## src/rtl/perf_sample_pkg.sv

```systemverilog
// perf_sample_pkg: shared types and constants for the performance-counter sampler
package perf_sample_pkg;

    localparam int PERF_CNT_ADDR_W = 5;
    localparam int PERF_XLEN       = 64;

    typedef enum logic [1:0] {
        IDLE,
        SWEEP,
        DONE
    } sampler_state_e;

    // Full sample record, used when sweep timestamps are stored
    typedef struct packed {
        logic [PERF_CNT_ADDR_W-1:0] idx;
        logic [PERF_XLEN-1:0]       data;
        logic                       last;
        logic [PERF_XLEN-1:0]       ts;
    } perf_sample_t;

    // Reduced record without timestamp storage
    typedef struct packed {
        logic [PERF_CNT_ADDR_W-1:0] idx;
        logic [PERF_XLEN-1:0]       data;
        logic                       last;
    } perf_sample_nots_t;

endpackage

```

## src/rtl/perf_sample_fifo.sv

```systemverilog
// perf_sample_fifo: synchronous FIFO of sample records with registered head and held output when empty
module perf_sample_fifo
    import perf_sample_pkg::*;
#(
    parameter type T     = perf_sample_t,
    parameter int  DEPTH = 4
) (
    input  logic                   clk,
    input  logic                   rst,
    input  logic                   push,
    input  logic                   pop,
    input  T                       din,
    output T                       dout,
    output logic                   full,
    output logic [$clog2(DEPTH):0] count
);

    localparam int AW = $clog2(DEPTH);
    localparam int CW = AW + 1;

    T               mem [DEPTH];
    T               held;
    logic [AW-1:0]  wr_ptr;
    logic [AW-1:0]  rd_ptr;
    logic           do_push;
    logic           do_pop;

    assign full    = count == CW'(DEPTH);
    assign do_push = push && !full;
    assign do_pop  = pop && count != '0;
    assign dout    = count != '0 ? mem[rd_ptr] : held;

    // Storage array, no reset needed since count gates visibility
    always_ff @(posedge clk) begin
        if (do_push) mem[wr_ptr] <= din;
    end

    // Pointers, occupancy and the last popped entry shown while empty
    always_ff @(posedge clk) begin
        if (rst) begin
            wr_ptr <= '0;
            rd_ptr <= '0;
            count  <= '0;
            held   <= '0;
        end else begin
            if (do_push) wr_ptr <= wr_ptr + 1'b1;
            if (do_pop) begin
                rd_ptr <= rd_ptr + 1'b1;
                held   <= mem[rd_ptr];
            end
            count <= count + CW'(do_push) - CW'(do_pop);
        end
    end

endmodule

```

## src/rtl/perf_counter_sampler.sv

```systemverilog
// perf_counter_sampler: sweeps masked counters periodically/on demand into a sample FIFO; PERF_SAMPLE_TIMESTAMP_EN adds sweep timestamps
module perf_counter_sampler
    import perf_sample_pkg::*;
#(
    parameter int XLEN       = 64,
    parameter int NR_CNT     = 16,
    parameter int FIRST_IDX  = 3,
    parameter int FIFO_DEPTH = 4
) (
    input  logic                       clk_i,
    input  logic                       rst_i,
    input  logic                       en_i,
    input  logic [31:0]                period_i,
    input  logic                       trigger_i,
    input  logic [NR_CNT-1:0]          mask_i,
    input  logic                       clr_on_rd_i,
    input  logic                       csr_req_i,
    output logic [PERF_CNT_ADDR_W-1:0] perf_addr_o,
    output logic                       perf_we_o,
    output logic [XLEN-1:0]            perf_data_o,
    input  logic [XLEN-1:0]            perf_data_i,
    output logic                       sample_valid_o,
    input  logic                       sample_ready_i,
    output logic [PERF_CNT_ADDR_W-1:0] sample_idx_o,
    output logic [XLEN-1:0]            sample_data_o,
    output logic                       sample_last_o,
    output logic [XLEN-1:0]            sample_ts_o,
    output logic                       busy_o,
    output logic                       overrun_o,
    input  logic                       overrun_clr_i
);

    localparam int IW = NR_CNT > 1 ? $clog2(NR_CNT) : 1;
    localparam int CW = $clog2(FIFO_DEPTH) + 1;

    if (FIRST_IDX + NR_CNT > 32) begin : g_addr_chk
        $error("FIRST_IDX + NR_CNT exceeds the 5-bit counter port");
    end
    if (FIFO_DEPTH < 2 || (FIFO_DEPTH & (FIFO_DEPTH - 1)) != 0) begin : g_depth_chk
        $error("FIFO_DEPTH must be a power of two >= 2");
    end
    if (XLEN > PERF_XLEN) begin : g_xlen_chk
        $error("XLEN wider than the sample record");
    end

`ifdef PERF_SAMPLE_TIMESTAMP_EN
    typedef perf_sample_t entry_t;
`else
    typedef perf_sample_nots_t entry_t;
`endif

    sampler_state_e    state;
    logic [IW-1:0]     idx;
    logic [NR_CNT-1:0] mask_q;
    logic              clr_q;
    logic [31:0]       timer;
    logic              en_q;
    logic              tick;
    logic              start;
    logic              busy;
    logic              access;
    logic              advance;
    logic              full;
    logic [CW-1:0]     count;
    entry_t            push_data;
    entry_t            head;

    assign busy    = state != IDLE;
    assign tick    = en_i && en_q && period_i != '0 && timer <= 32'd1;
    assign start   = state == IDLE && (tick || trigger_i);
    assign access  = state == SWEEP && mask_q[idx] && !csr_req_i && !full;
    assign advance = state == SWEEP && (!mask_q[idx] || access);

    assign perf_addr_o    = access ? PERF_CNT_ADDR_W'(FIRST_IDX + int'(idx)) : '0;
    assign perf_we_o      = access && clr_q;
    assign perf_data_o    = '0;
    assign busy_o         = busy;
    assign sample_valid_o = count != '0;
    assign sample_idx_o   = head.idx;
    assign sample_data_o  = head.data[XLEN-1:0];
    assign sample_last_o  = head.last;

`ifdef PERF_SAMPLE_TIMESTAMP_EN
    logic [PERF_XLEN-1:0] cycles;
    logic [PERF_XLEN-1:0] ts_q;

    assign sample_ts_o = head.ts[XLEN-1:0];

    // Free-running cycle counter and its snapshot at sweep start
    always_ff @(posedge clk_i) begin
        if (rst_i) begin
            cycles <= '0;
            ts_q   <= '0;
        end else begin
            cycles <= cycles + 1'b1;
            if (start) ts_q <= cycles;
        end
    end
`else
    assign sample_ts_o = '0;
`endif

    // Sample record for the current access; last means no higher mask bit remains
    always_comb begin
        push_data      = '0;
        push_data.idx  = perf_addr_o;
        push_data.data = PERF_XLEN'(perf_data_i);
        push_data.last = ((mask_q >> idx) >> 1) == '0;
`ifdef PERF_SAMPLE_TIMESTAMP_EN
        push_data.ts   = ts_q;
`endif
    end

    // Period timer: reload on enable rise, sweep start or tick; freeze while disabled
    always_ff @(posedge clk_i) begin
        if (rst_i) begin
            timer <= '0;
            en_q  <= 1'b0;
        end else begin
            en_q <= en_i;
            if ((en_i && !en_q) || start || tick) timer <= period_i;
            else if (en_i && period_i != '0) timer <= timer - 32'd1;
        end
    end

    // Sweep sequencer: latch request context, walk every index, then one DONE cycle
    always_ff @(posedge clk_i) begin
        if (rst_i) begin
            state  <= IDLE;
            idx    <= '0;
            mask_q <= '0;
            clr_q  <= 1'b0;
        end else if (start) begin
            state  <= SWEEP;
            idx    <= '0;
            mask_q <= mask_i;
            clr_q  <= clr_on_rd_i;
        end else if (state == DONE) begin
            state <= IDLE;
        end else if (advance) begin
            if (idx == IW'(NR_CNT - 1)) state <= DONE;
            else idx <= idx + 1'b1;
        end
    end

    // Sticky overrun for ticks lost during a sweep; clear wins over set
    always_ff @(posedge clk_i) begin
        if (rst_i) overrun_o <= 1'b0;
        else if (overrun_clr_i) overrun_o <= 1'b0;
        else if (tick && busy) overrun_o <= 1'b1;
    end

    perf_sample_fifo #(
        .T     (entry_t),
        .DEPTH (FIFO_DEPTH)
    ) u_fifo (
        .clk   (clk_i),
        .rst   (rst_i),
        .push  (access),
        .pop   (sample_ready_i),
        .din   (push_data),
        .dout  (head),
        .full  (full),
        .count (count)
    );

endmodule

```

## config.mk

```make
export PLATFORM = sky130hd
export DESIGN_NAME = perf_counter_sampler
export DESIGN_NICKNAME = d
export VERILOG_FILES = /design/src/rtl/perf_sample_pkg.sv /design/src/rtl/perf_sample_fifo.sv /design/src/rtl/perf_counter_sampler.sv
export SDC_FILE = /design/constraint.sdc
export NUM_CORES = 1
export LEC_CHECK = 0
export CAP_MARGIN = 25
export CORE_MARGIN = 2
export CORE_UTILIZATION = 40
export CTS_CLUSTER_DIAMETER = 40
export DETAILED_ROUTE_END_ITERATION = 16
export SLEW_MARGIN = 5
export SYNTH_ARGS = -nofsm -noshare
export SYNTH_HDL_FRONTEND = slang
export SYNTH_SLANG_ARGS = --single-unit
```

## constraint.sdc

```tcl
create_clock -name clk_i -period 6.7 [get_ports clk_i]
set_input_delay 2.01 -clock clk_i [delete_from_list [all_inputs] [get_ports clk_i]]
set_output_delay 2.01 -clock clk_i [all_outputs]
set_load 0.02 [all_outputs]
```

==> flow_summary.json, run 1 <==
{
  "numPortBuffers": 198,
  "synthArstFlopShare_pct": 0,
  "routed.top_layer": "met5",
  "preCtsSetupSlack_ps": 407,
  "htreeDepth": 2,
  "synth_edf_count": 280,
  "clock_path_buffers": 3,
  "post_cts_buffers": 0,
  "grt_max_degree": 80,
  "start_kind": "input port",
  "routed-wl-met3_um": 2380,
  "synthTopCellsByArea": "edfxtp_1, dfxtp_1, mux4_2",
  "r2r_end": "u_fifo.mem[0][37]$_DFFE_PP_",
  "end_kind": "output port",
  "clock_skew_ps": 13.2,
  "grt-ovfl-total": 0,
  "num-nets-final": 1716,
  "wl_um": 42500,
  "worst_pin_slew_ps": 972,
  "vias": 11300,
  "r2r_cells": 7,
  "grt_pass1_wl_um": 64800,
  "cts-root-buf": "clkbuf_16",
  "cts_made_buffers": 61,
  "clock_sinks": 416,
  "finalHoldViolCount": 0,
  "setup_ws_ps": 370,
  "maxSlewHeadroom_pct": 35.2,
  "netlist_top_cells_count": "edfxtp_1, nand2_1, dfxtp_1",
  "dpl.hpwl_um": 25700,
  "worstHoldStart": "u_fifo.held[50]$_SDFFE_PP0P_",
  "setup_viol": 0,
  "worstPathRequired_ps": 4690,
  "netlist_area_sq_um": 18400,
  "gp_congestion": 0.814,
  "crit_type": "in2out",
  "vdd_drop_max_mv": 0.240,
  "ios": 327,
  "status": "finished, final reports clean",
  "area_growth_pct": 23.0,
  "whs_endpoint": "u_fifo.held[50]$_SDFFE_PP0P_",
  "ctsHoldBuffers": 0,
  "wl_met2_um": 20700,
  "cts_tree": "yes",
  "drc": 0,
  "min_path_type": "reg2reg",
  "r2r-start": "idx[1]$_SDFFE_PP0P_",
  "core_area_sq_um": 45400,
  "antennaDiodeCount": 0,
  "syn_inst": 1380,
  "antenna_found_initial": 2,
  "yosys.area.top_type": "edfxtp_1",
  "drt-wirelength-per-cell_um": 19.0,
  "drt-vias-per-instance": 5.04,
  "cts.clk_slew.worst_paths_ps": 50,
  "clock_latency_ps": 620,
  "synth_area_per_cell_sq_um": 13.3,
  "path_max_fanout": 11,
  "grt_util_all_layers_pct": 17.7,
  "tns_ps": 0,
  "worst_ep_arrival_time_ps": 4320,
  "dr.pass1.iters": 5,
  "die_h_um": 218,
  "drive_above_1_share_pct": 18.7,
  "wl_met1_um": 18200,
  "rsz0062_at_grt": "no",
  "rows": 78,
  "fin_crit_ps": 6330,
  "max_cap_violations": 0,
  "p_leak_nw": 7.78,
  "dieArea_sq_um": 47700,
  "synthFlopType": "edfxtp_1",
  "fillCellCount": 3932,
  "yosysSeqAreaShare_pct": 60.5,
  "drv_slew": 0,
  "placed_area_sq_um": 20500,
  "post_cts_resized": 0,
  "ys_ff_latch": 416,
  "initial_core_util_pct": 40.5,
  "rrSetupSlack_ps": 2900,
  "hold_slack_ps": 449,
  "grt_pass1_vias": 11200,
  "synth.distinct_cells": 67,
  "synth.most_common_cell": "edfxtp_1",
  "max_clock_freq_mhz": 158,
  "antenna_left": 0,
  "min_path_cells": 2,
  "p_per_area_nw_per_um2": 401,
  "yosysWarnings": 0,
  "synth_top_area_share_pct": 45.7,
  "die_x_um": 218,
  "drtIter0Drc": 609,
  "postLayoutCellArea_sq_um": 22600,
  "finalCritPeriodShare_pct": 94.5
}
-- cell usage in the layout (no fill, tap or decap), types with 6 or more instances in the layout --
cell / count
dfxtp_1: 134
bufinv_16: 6
and2_1: 7
nand4_1: 9
clkinvlp_4: 6
a31oi_1: 6
xor2_1: 8
a21oi_1: 99
nor2b_1: 6
clkdlybuf4s50_1: 197
edfxtp_1: 280
mux4_2: 72
nand2b_1: 36
nor3_1: 23
conb_1: 128
o21ai_0: 8
clkinv_4: 6
xnor2_1: 13
clkbuf_16: 61
nor4_1: 19
inv_6: 18
or4_1: 6
a311oi_1: 6
nor2_1: 47
inv_1: 18
buf_4: 26
nand3_1: 10
a211oi_1: 16
clkinv_2: 6
mux2_2: 71
nand2_1: 160
or3_1: 6
ha_1: 10
mux2i_1: 29
-- worst max-delay path by stage --
stage / startpoint / endpoint / slack (ps) / depth (start not counted)
2_1_floorplan: csr_req_i / perf_addr_o[1] / 980 / 5
3_3_place_gp: csr_req_i / perf_addr_o[0] / 420 / 6
3_5_place_dp: csr_req_i / perf_addr_o[1] / 410 / 6
4_1_cts: csr_req_i / perf_addr_o[1] / 390 / 6
5_1_grt: csr_req_i / perf_addr_o[3] / 240 / 6
6_report: csr_req_i / perf_addr_o[1] / 370 / 6
-- report_power, final --
part	internal, mW	switching, mW
sequential	2.90	0.171
clock	1.97	1.25
combinational	1.33	1.44
-- cell type report --
cell class                      instances  area (sq um)  share of cell area [%]
Clock inverter                         49           531                    2.34
Multi-Input combinational cell        862          6360                    28.1
Timing Repair Buffer                  225          2210                    9.76
Clock buffer                           66          1570                    6.92
Inverter                               19          71.3                   0.315
Sequential cell                       416         11100                    49.2
Tap cell                              600           751                    3.32
-- state kept, by name, summed over array words and instances, names as in the netlist, 2 cells and up, named ones only --
register	count
idx	4
u_fifo.held	70
state	2
u_fifo.rd_ptr	2
u_fifo.wr_ptr	2
mask_q	16
u_fifo.count	3
u_fifo.mem	280
timer	32
-- kinds of logic (layout without fill, tap and decap cells) --
| kind of cell | after synthesis | in the layout | share of synthesized area [%] |
|---|---|---|---|
| flip-flops | 416 | 416 | 60.5 |
| AND/OR/NAND/NOR | 356 | 356 | 9.42 |
| buffers and inverters | 229 | 359 | 7.67 |
| AO/OA/AOI/OAI | 174 | 174 | 5.82 |
| multiplexers | 172 | 172 | 14.7 |
| XOR/XNOR | 21 | 21 | 1.00 |
| adder cells (fa/ha/maj) | 11 | 11 | 0.789 |
| other | 1 | 128 | 0.0204 |
-- worst max-delay path: stages --
cell             delay, ps
clkdlybuf4s50_1        440
a21o_1                 220
a2111oi_2              480
buf_4                  270
nor2b_1                240
clkdlybuf4s50_1        650
-- metrics by stage --
stage / std cells / util [%] / total power, mW
after floorplan: 1507 / - / 4.88
after global placement: 2121 / 45.2 / 5.92
after detailed placement: 2121 / 45.2 / 5.95
after CTS: 2236 / 49.8 / 9.21
after global routing: 2237 / 49.9 / 9.49
final: 2237 / 49.9 / 9.06
-- layer usage --
layer  track usage (%)  up-vias
li1                  -     5299
met1              22.7     5555
met2              29.4      338
met3              3.98       81
met4              6.64        4
met5                 0        -
Power figures use the tool's default switching activity.
==> inputs of run 2 (changes only) <==
Clock period 6.7 ns to 7.6 ns, I/O delays scaled along.
==> run 2 against run 1 <==
Effect of this change:
- sequential share of layout area grew 0.34 points
- clock skew is 3.7 ps higher
- global-route usage about the same
- critical path depth fell by 1
- non-clock buffer count fell by 9
- final cell count shrank 0.63%
==> flow_summary.json, run 2 (synthesized netlist as in run 1, its figures left out) <==
{
  "drc": 0,
  "max_cap_violations": 0,
  "status": "finished, final reports clean",
  "crit_path_frequent_cell": "clkdlybuf4s50_1",
  "htreeDepth": 2,
  "rsz0062_at_grt": "no",
  "fin_crit_ps": 7030,
  "cp_num_buf_inv": 2,
  "drtIter0Drc": 720,
  "cp_num_cells": 5,
  "ctsHoldBuffers": 0,
  "antennaDiodeCount": 0,
  "post_cts_resized": 0,
  "min_path_cells": 2,
  "p_leak_nw": 7.67,
  "largest-register": "u_fifo.mem",
  "multi_input_area_sq_um": 6370,
  "dr.pass1.iters": 6,
  "finalCritPeriodShare_pct": 92.5,
  "maxSlewHeadroom_pct": 30.9,
  "grt_pass1_vias": 11300,
  "cts-root-buf": "clkbuf_16",
  "area_growth_pct": 22.2,
  "end_kind": "output port",
  "r2r_end": "u_fifo.mem[2][23]$_DFFE_PP_",
  "path_cells": "clkdlybuf4s50_1 > a21o_1 > a2111oi_2 > and4b_1 > clkdlybuf4s50_1",
  "clock_path_buffers": 3,
  "die_h_um": 218,
  "cp-startpoint": "csr_req_i",
  "rows": 78,
  "worst_ep_arrival_time_ps": 4750,
  "r2r-start": "idx[1]$_SDFFE_PP0P_",
  "post_cts_buffers": 0,
  "drive_above_1_share_pct": 17.6,
  "clock_skew_ps": 16.9,
  "cts_made_buffers": 59,
  "cts_tree": "yes",
  "finalHoldViolCount": 0,
  "regArea_sq_um": 11100,
  "clock_sinks": 416,
  "clock_latency_ps": 610,
  "grt_util_all_layers_pct": 17.8,
  "gp_congestion": 0.847,
  "tns_ps": 0,
  "dpl.hpwl_um": 25200,
  "r2r_cells": 7,
  "critPathSlowestCell": "a2111oi_2",
  "fillCellCount": 3967,
  "core_area_sq_um": 45400,
  "setup_viol": 0,
  "min_path_type": "reg2reg",
  "worstHoldStart": "u_fifo.held[53]$_SDFFE_PP0P_",
  "dieArea_sq_um": 47700,
  "fin_util_pct": 49.5,
  "vdd_drop_max_mv": 0.216,
  "grt-ovfl-total": 0,
  "start_kind": "input port",
  "rrSetupSlack_ps": 3230,
  "drv_slew": 0,
  "largest_reg_flops": 280,
  "grt_pass1_wl_um": 64800,
  "whs_endpoint": "u_fifo.held[53]$_SDFFE_PP0P_",
  "antenna_found_initial": 1,
  "initial_core_util_pct": 40.5,
  "drt-wirelength-per-cell_um": 19.2,
  "crit_type": "in2out",
  "crit_family": "buffers and inverters",
  "largestRegisters": "u_fifo.mem x280, u_fifo.held x70, timer x32",
  "final_cell_mix": "edfxtp_1, clkdlybuf4s50_1, nand2_1",
  "cts.clk_slew.worst_paths_ps": 50,
  "grt_max_degree": 84,
  "worstPathRequired_ps": 5320,
  "wl_um": 42600,
  "final_common_cell": "edfxtp_1",
  "max_clock_freq_mhz": 142,
  "numPortBuffers": 198,
  "num-nets-final": 1705,
  "path_max_fanout": 7,
  "drt-vias-per-instance": 5.08,
  "vias": 11300,
  "ios": 327,
  "antenna_left": 0,
  "cpPeakStageDelay_ps": 730,
  "worst_pin_slew_ps": 1040,
  "p_per_area_nw_per_um2": 351,
  "die_x_um": 218
}
==> run 2: cell count changes in the layout (fill, tap and decap cells not counted), moves of 3 or more <==
cell / change
clkbuf_1: +8
clkbuf_8: +3
buf_4: -9
clkinv_4: -3
clkinvlp_4: +3
inv_6: -8
==> run 2: worst max-delay path by stage <==
stage / endpoint / slack (ps)
floorplan: perf_addr_o[1] / 1340
global placement: perf_addr_o[4] / 530
detailed placement: perf_addr_o[4] / 460
CTS: perf_addr_o[4] / 470
global route: perf_addr_o[4] / 340
finish: perf_addr_o[4] / 570
==> run 2: power breakdown <==
part           internal, mW  switching, mW
clock                  1.67           1.05
combinational          1.18           1.30
sequential             2.56          0.127
==> run 2: area by class of cell <==
type | instances | share of cell area (%)
clock buffers | 75 | 7.06
multi-input cells | 862 | 28.3
flip-flops and latches | 416 | 49.6
clock inverters | 35 | 1.81
well taps | 600 | 3.34
repair buffers | 216 | 9.56
inverters | 19 | 0.317
==> run 2: worst min-delay path: cells and delay by family (launching register included) <==
kind | cells | cell delay [ps]
flip-flops | 1 | 300
AO/OA/AOI/OAI | 1 | 50
AND/OR/NAND/NOR | 1 | 50
==> run 2: through the flow <==
stage | setup WS (ps) | hold WS (ps) | instance area [sq um] | total power [mW] | instances
after floorplan | 1340 | 434 | 18900 | 4.30 | 1507
after global placement | 534 | 439 | 20400 | 5.22 | 2110
after detailed placement | 460 | 446 | 20400 | 5.24 | 2111
after CTS | 466 | 454 | 22400 | 7.99 | 2221
after global routing | 344 | 466 | 22500 | 8.26 | 2223
final | 569 | 452 | 22500 | 7.89 | 2223
==> run 2: per-layer routing <==
metal	track usage (%)	share of wire [%]	vias to the layer above	routed length, um
met1	22.0	41	5593	17600
li1	-	-	5262	-
met2	30.8	50	366	21500
met5	0	0.021	-	9
met3	3.83	6.1	74	2600
met4	5.96	2.2	2	950
==> inputs of run 3 (changes only) <==
Settings changed: ABC_CLOCK_PERIOD_IN_PS from default to 7600, TNS_END_PERCENT from default to 100.
==> results of run 3 <==
The final DEF is identical to that of run 2; final timing and power are the same.
